File: config.mk
export PLATFORM = sky130hd
export DESIGN_NAME = ballot_collector
export DESIGN_NICKNAME = d
export VERILOG_FILES = /design/src/rtl/voting_pkg.sv /design/src/rtl/voter_slot.sv /design/src/rtl/ballot_collector.sv
export SDC_FILE = /design/constraint.sdc
export NUM_CORES = 1
export LEC_CHECK = 0
export ABC_AREA = 1
export CAP_MARGIN = 20
export CORE_MARGIN = 3
export CORE_UTILIZATION = 50
export DETAILED_ROUTE_END_ITERATION = 7
export PLACE_DENSITY = 0.78
export SYNTH_ARGS = -nofsm -noshare
export SYNTH_HDL_FRONTEND = slang
export SYNTH_HIERARCHICAL = 1
export SYNTH_SLANG_ARGS = --single-unit
File: constraint.sdc
create_clock -name clk -period 2.37 [get_ports clk]
set_input_delay 0.474 -clock clk [delete_from_list [all_inputs] [get_ports clk]]
set_output_delay 0.474 -clock clk [all_outputs]
set_load 0.01 [all_outputs]
File: src/rtl/voting_pkg.sv
// Shared definitions for the four-person voting machine: voter count,
// collector state encoding and the result classes used by the tally logic.
package voting_pkg;

  localparam int unsigned N_VOTERS = 4;

  typedef enum logic [1:0] {
    IDLE = 2'd0,
    OPEN = 2'd1,
    EMIT = 2'd2
  } coll_state_t;

  localparam logic [2:0] RES_FAIL = 3'b100;
  localparam logic [2:0] RES_TIE  = 3'b010;
  localparam logic [2:0] RES_PASS = 3'b001;

endpackage

File: src/rtl/voter_slot.sv
// Per-voter once-only latch: accepts the first unambiguous press while enabled
// and locks the vote until the next clear.
module voter_slot (
  input  logic clk,
  input  logic rst_n,
  input  logic clr,
  input  logic en,
  input  logic yes,
  input  logic no,
  output logic voted,
  output logic ballot,
  output logic voted_next
);

  logic accept;

  // A press with both buttons high is ambiguous and leaves the voter free to retry.
  assign accept     = en & ~voted & (yes ^ no);
  assign voted_next = voted | accept;

  always_ff @(posedge clk or negedge rst_n) begin
    if (!rst_n) begin
      voted  <= 1'b0;
      ballot <= 1'b0;
    end else if (clr) begin
      voted  <= 1'b0;
      ballot <= 1'b0;
    end else if (accept) begin
      voted  <= 1'b1;
      ballot <= yes;
    end
  end

endmodule

File: src/rtl/ballot_collector.sv
// Voting-session front end: opens a timed window, collects one vote per voter
// and emits the ballot vector with a one-cycle valid strobe.
module ballot_collector
  import voting_pkg::*;
#(
  parameter int WINDOW_CYCLES = 1000,
  parameter int TW            = $clog2(WINDOW_CYCLES)
) (
  input  logic                clk,
  input  logic                rst_n,
  input  logic                start,
  input  logic                abort,
  input  logic [N_VOTERS-1:0] yes_btn,
  input  logic [N_VOTERS-1:0] no_btn,
  output logic [N_VOTERS-1:0] ballot,
  output logic                ballot_valid,
  output logic [N_VOTERS-1:0] voted,
  output logic                busy,
  output logic                timed_out
);

  localparam logic [TW-1:0] LAST = TW'(WINDOW_CYCLES - 1);

  coll_state_t         state, state_nxt;
  logic [TW-1:0]       timer;
  logic                clr, en, timer_clr, timer_inc, timed_out_nxt;
  logic [N_VOTERS-1:0] voted_next;

  for (genvar i = 0; i < N_VOTERS; i++) begin : g_slot
    voter_slot u_slot (
      .clk        (clk),
      .rst_n      (rst_n),
      .clr        (clr),
      .en         (en),
      .yes        (yes_btn[i]),
      .no         (no_btn[i]),
      .voted      (voted[i]),
      .ballot     (ballot[i]),
      .voted_next (voted_next[i])
    );
  end

  // Close priority: abort, then a full ballot (even on the last window cycle), then expiry.
  always_comb begin
    state_nxt     = state;
    clr           = 1'b0;
    en            = 1'b0;
    timer_clr     = 1'b0;
    timer_inc     = 1'b0;
    timed_out_nxt = timed_out;
    case (state)
      IDLE: begin
        if (start) begin
          state_nxt     = OPEN;
          clr           = 1'b1;
          timer_clr     = 1'b1;
          timed_out_nxt = 1'b0;
        end
      end
      OPEN: begin
        if (abort) begin
          state_nxt = IDLE;
          clr       = 1'b1;
          timer_clr = 1'b1;
        end else begin
          en = 1'b1;
          if (&voted_next) begin
            state_nxt     = EMIT;
            timed_out_nxt = 1'b0;
          end else if (timer == LAST) begin
            state_nxt     = EMIT;
            timed_out_nxt = 1'b1;
          end else begin
            timer_inc = 1'b1;
          end
        end
      end
      EMIT:    state_nxt = IDLE;
      default: state_nxt = IDLE;
    endcase
  end

  always_ff @(posedge clk or negedge rst_n) begin
    if (!rst_n) begin
      state     <= IDLE;
      timer     <= '0;
      timed_out <= 1'b0;
    end else begin
      state     <= state_nxt;
      timed_out <= timed_out_nxt;
      if (timer_clr)      timer <= '0;
      else if (timer_inc) timer <= timer + 1'b1;
    end
  end

  assign busy         = (state != IDLE);
  assign ballot_valid = (state == EMIT);

endmodule

# Word level (Yosys, flattened, before mapping)

Index checks and enable logic that the tools add are counted.

Output and inout bits: 11
Register bits: 21

Equality and inequality tests: 7
Mux-type cells: 37
Reduce and logical (&&, ||, !) cells: 11
Bitwise gates (word level): 20
Add/sub/neg operators: 1

Operators by type and width:

| cell                    | number |
|---|---|
| $mux W1                 | 28 |
| $mux W10                | 2 |
| $reduce_bool A2 Y1      | 7 |
| $add A10 B1 Y10 const B | 1 |
| $eq A10 B10 Y1 const B  | 1 |
| $and A1 B1 Y1           | 8 |
| $mux W2                 | 4 |
| $reduce_and A4 Y1       | 2 |
| $ne A2 B2 Y1 const B    | 2 |
| $ne A4 B4 Y1 const B    | 1 |
| $not A1 Y1              | 4 |
| $or A1 B1 Y1            | 4 |
| $pmux W1 S2             | 2 |
| $pmux W2 S2             | 1 |
| $xor A1 B1 Y1           | 4 |
| $ne A3 B3 Y1 const B    | 1 |
| $eq A2 B1 Y1 const B    | 1 |
| $eq A2 B2 Y1 const B    | 1 |
| $logic_not A2 Y1        | 1 |
| $reduce_and A2 Y1       | 1 |

# Depth between registers and ports, before layout

Gate-level depths: netlist (run 1).

Word-level depth: 11
Mapped depth: 12

# Modules after synthesis

Netlist (run 1), hierarchy kept.

By module, submodules not included:

| module           | instances | cells an instance | seq. area each (sq um) | area an instance (sq um) |
|---|---|---|---|---|
| ballot_collector | 1         | 127               | 325.3                  | 850.8 |
| voter_slot       | 4         | 16                | 50.0                   | 127.6 |

# Least setup slack after synthesis (run 1)

OpenSTA, ideal clock, no wires.

Path kind: reg-to-reg
From: register state[1]
To: register timer[9]
Setup slack: 0.715 ns
Clock period less this slack: 1.655 ns
Stages on the path, launching flop included: 13
Arrival time: 1.538 ns
Setup time: 0.117 ns
Data required time: 2.253 ns
Cells stage by stage: dfrtp_1 inv_1 nand2_1 nor2_2 inv_1 nor2_4 nand3_2 nand2_1 nand4_1 nand3_2 nand2_2 nand2_1 nand2_1

Word-level cells in the longest chain between the ends: 10

RTL lines:

| element                             | RTL line               | RTL |
|---|---|---|
| start, declared                     | ballot_collector.sv:24 | `coll_state_t state, state_nxt;` |
| start signal, assigned              | ballot_collector.sv:89 | `state <= state_nxt;` |
| $eq A2 B1 Y1                        | ballot_collector.sv:51 | `case (state)` |
| $mux W1                             | ballot_collector.sv:51 |  |
| named net en                        | ballot_collector.sv:26 | `logic clr, en, timer_clr, timer_inc, timed_out_nxt;` |
| $and A1 B1 Y1 (2 in series)         | voter_slot.sv:18       | `assign accept = en & ~voted & (yes ^ no);` |
| $or A1 B1 Y1                        | voter_slot.sv:19       | `assign voted_next = voted \| accept;` |
| named net voted_next[2]             | ballot_collector.sv:27 | `logic [N_VOTERS-1:0] voted_next;` |
| $reduce_and A4 Y1                   | ballot_collector.sv:67 | `if (&voted_next) begin` |
| $mux W1                             | ballot_collector.sv:67 |  |
| $mux W1                             | ballot_collector.sv:61 | `if (abort) begin` |
| $mux W1                             | ballot_collector.sv:51 |  |
| $reduce_bool A2 Y1 (no source line) | --                     |  |
| end signal, assigned                | ballot_collector.sv:92 | `else if (timer_inc) timer <= timer + 1'b1;` |
| end, declared                       | ballot_collector.sv:25 | `logic [TW-1:0] timer;` |

The timed path passes the listed nets, and every way through them passes these cells.
A chain may end at the register's enable or synchronous reset.

# Final worst setup path (run 1)

From: input port abort
To: register timer[5]

Word-level cells in the longest chain between the ends: 10

RTL lines:

| element                             | RTL line               | RTL |
|---|---|---|
| start, declared                     | ballot_collector.sv:12 | `input logic abort,` |
| $mux W1                             | ballot_collector.sv:61 |  |
| $mux W1                             | ballot_collector.sv:51 |  |
| named net en                        | ballot_collector.sv:26 |  |
| $and A1 B1 Y1 (2 in series)         | voter_slot.sv:18       |  |
| $or A1 B1 Y1                        | voter_slot.sv:19       |  |
| named net voted_next[2]             | ballot_collector.sv:27 |  |
| $reduce_and A4 Y1                   | ballot_collector.sv:67 |  |
| $mux W1                             | ballot_collector.sv:67 |  |
| $mux W1                             | ballot_collector.sv:61 |  |
| $mux W1                             | ballot_collector.sv:51 |  |
| $reduce_bool A2 Y1 (no source line) | --                     |  |

The timed path passes the listed nets, and every way through them passes these cells.

==> impl_metrics.csv, run 1 <==
group,metric,value,unit
run_status,status,"finished, final reports clean",
place,place_area,1630,um^2
die,rows,18,
clocking,clk_latency,0.31,ns
pwr,leakagePower,0.000819,uW
routing,drt-total-wl,3050,um
die,die_x,58.2,um
finish,multi_input_area,693,um^2
clocking,postCtsSetupRepairBufs,0,
pwr,seqPwrFrac,49.2,%
sta,drv_slew,0,
global_routing,grt_pass1_vias,1236,
critical_path,endpoint_kind,"register",
routing,route.antenna.remaining_nets,0,
critical_path,arrival,2.28,ns
sta,skew,0.00178,ns
clocking,holdBufCountCts,0,
routing,viasPerCell,5.17,
place,port_buffers,22,
place,gp_congestion,0.867,
pwr,p_sw_share,34.4,%
critical_path,crit_slowest_cell,"clkdlybuf4s50_1",
critical_path,crit_type,"input port to register",
pwr,finalPower,874,uW
flow_run,drv_cap,0,
global_routing,grt_use_total,19.9,%
sta,finalHoldViolCount,0,
critical_path,r2r_end,"timer[5]",
place,dp_hpwl,2340,um
pwr,clock_power_share,20.3,%
critical_path,crit_chain,"clkdlybuf4s50_1 > nor2_2 > inv_1 > nor2_4 > nand3_2 > nand2_1 > nand4_1 > nand3_2 > buf_4 > nand3_1 > nand2_1",
sta,final.setup.tns,0,ns
sta,finalSetupViolCount,0,
finish,mostFrequentLayoutCell,"nand2_1",
synthesis,ys_types,19,
clocking,htree_levels,1,
sta,fin_crit,2.03,ns
critical_path,cp_max_fo,6,
global_routing,grt_max_degree,22,
synthesis,yosysWarningCount,6,
routing,via_count,1293,
routing,route.detailed.drc,0,
clocking,cts_sinks,21,
sta,period_share,85.5,%
critical_path,critical_path.startpoint_type,"input port",
sta,rsz0062_at_grt,"false",
sta,fmaxAchievable,494,MHz
die,start_util,54.0,%
routing,wl_per_cell,12.2,um
finish,antenna_cells,0,
sta,relSlewSlack,81.8,%
critical_path,cp_top_family,"simple AND/OR/NAND/NOR gates",
pwr,power_density,526,nW/um^2
finish,fin_area,1660,um^2
routing,drt_first_iter_violations,49,
finish,drive_gt1_share,15.5,%
clocking,cts_tree,"built",
die,die_area,3380,um^2
routing,dr.pass1.iters,4,
clocking,clkSlewWorstSetupHoldPaths,0.12,ns
sta,hold_slack,0.493,ns
finish,fin_nets,234,
critical_path,worst-r2r-cell-count,12,
critical_path,rrSetupSlack,0.42,ns
clocking,cts_buffer_depth,2,
die,top_level_ports,23,
die,core_area,2520,um^2
global_routing,grt_overflow,0,
finish,regArea,526,um^2
pwr,max-vdd-ir-drop,0.547,mV
global_routing,grt_pass1_wl,5270,um
die,die_h,58.2,um
clocking,cts_buffers,3,
finish,area_growth,22.0,%
critical_path,crit_required,2.62,ns
global_routing,grt_antenna_before_repair,0,
finish,fillers,228,
finish,fin_cells,250,
pwr,internal_power,573,uW
critical_path,max_stage_delay,0.44,ns
pwr,power_switching,301,uW
pwr,power_frac_comb,30.6,%
synthesis,synthesis.nets,204,
clocking,clock_tree.root_cell,"clkbuf_4",
synthesis,ys_ff_latch,21,
synthesis,synth_area,1360,um^2
sta,tightestPinTransition,0.274,ns
clocking,cts_resized,0,
place,dp.cells,246,
critical_path,regToRegStartpoint,"state[1]",
synthesis,synth-seq-area-share,38.6,%
synthesis,syn-mean-instance-area,7.13,um^2
finish,final_cell_mix,"nand2_1, inv_1, nand3_1",
critical_path,path_depth,11,
min_path,hold_path.class,"input port to asynchronous set/reset pin",
critical_path,crit_buf_inv,3,
synthesis,syn_inst,191,
[sequential cells by signal, summed over array words and instances (netlist names)]
name and cells:
g_slot.u_slot/ballot 4, g_slot.u_slot/voted 4, state 2, timed_out 1, timer 10
[final cells by class]
| class | count | share of cell area, % |
|---|---|---|
| tap | 30 | 2.26 |
| clock buffer | 4 | 1.58 |
| multi-input combinational | 136 | 41.7 |
| timing repair buffer | 27 | 15.5 |
| sequential | 21 | 31.7 |
| inverter | 32 | 7.23 |
[worst reg2reg max path: stages, from the launching register on]
cell and delay (ns):
dfrtp_1 0.40, inv_1 0.11, nand2_1 0.07, nor2_2 0.19, inv_1 0.11, nor2_4 0.11
nand3_2 0.10, nand2_1 0.10, nand4_1 0.22, nand3_2 0.18, buf_4 0.16, nand3_1 0.07
nand2_1 0.08
[per-stage QoR]
| step | setup slack (ns) | utilization (%) |
|---|---|---|
| 2_1_floorplan | 0.715 | - |
| 3_3_place_gp | 0.123 | 64.8 |
| 3_5_place_dp | 0.0322 | 64.8 |
| 4_1_cts | 0.360 | 65.8 |
| 5_1_grt | 0.178 | 65.8 |
| 6_report | 0.345 | 65.8 |
[synthesized netlist by cell type]
cell type	instances	area, um^2
nand4_1	5	31.3
nand3b_1	2	15.0
buf_6	2	22.5
nand2_1	58	218
ha_1	1	12.5
a21oi_1	7	35.0
xor2_1	1	8.76
dfrtp_1	21	526
o21ai_0	3	15.0
nor2_1	14	52.6
a21oi_2	4	35.0
inv_2	5	18.8
nor2_2	1	6.26
nand3_1	23	115
and3_1	1	6.26
nand3_2	6	60.1
nand2_2	6	37.5
inv_1	27	101
nor2_4	4	45.0
[power by group through the flow]
stage          clock network [uW]  logic, uW  registers (uW)
2_1_floorplan                   0        143             439
3_3_place_gp                    0        259             434
3_5_place_dp                    0        267             437
4_1_cts                       185        268             430
5_1_grt                       196        295             436
6_report                      177        267             430
[cell families (layout without fill, tap and decap cells)]
group	Yosys count	in the layout	share of synthesized area, %
buffers and inverters	34	63	10.5
DFF	21	21	38.6
adders and majority gates	1	1	0.919
xor gates and xnor gates	1	1	0.643
and+or+nand+nor	120	120	43.1
AOI/OAI and AO/OA	14	14	6.25
[per-layer routing]
| metal | vias up | global-route usage [%] | routed length, um |
|---|---|---|---|
| li1 | 663 | - | - |
| met2 | 23 | 33.2 | 1430 |
| met3 | 4 | 5.12 | 144 |
| met1 | 603 | 26.5 | 1450 |
| met5 | - | 0 | 0 |
| met4 | 0 | 2.98 | 31 |
[how the worst max path moves through the flow]
stage	to	from	slack, ns
floorplan	timer[9]	state[1]	0.72
global placement	timer[9]	abort	0.12
detailed placement	timer[9]	abort	0.03
CTS	timer[5]	abort	0.36
global route	timer[3]	abort	0.18
finish	timer[5]	abort	0.34
Note: power is estimated with default switching activity, not from simulation.
==> inputs of run 2 (changes only) <==
CTS_CLUSTER_DIAMETER = 60   (was unset)
==> results of run 2 <==
No change in the layout: final DEF, timing and power equal those of run 1.
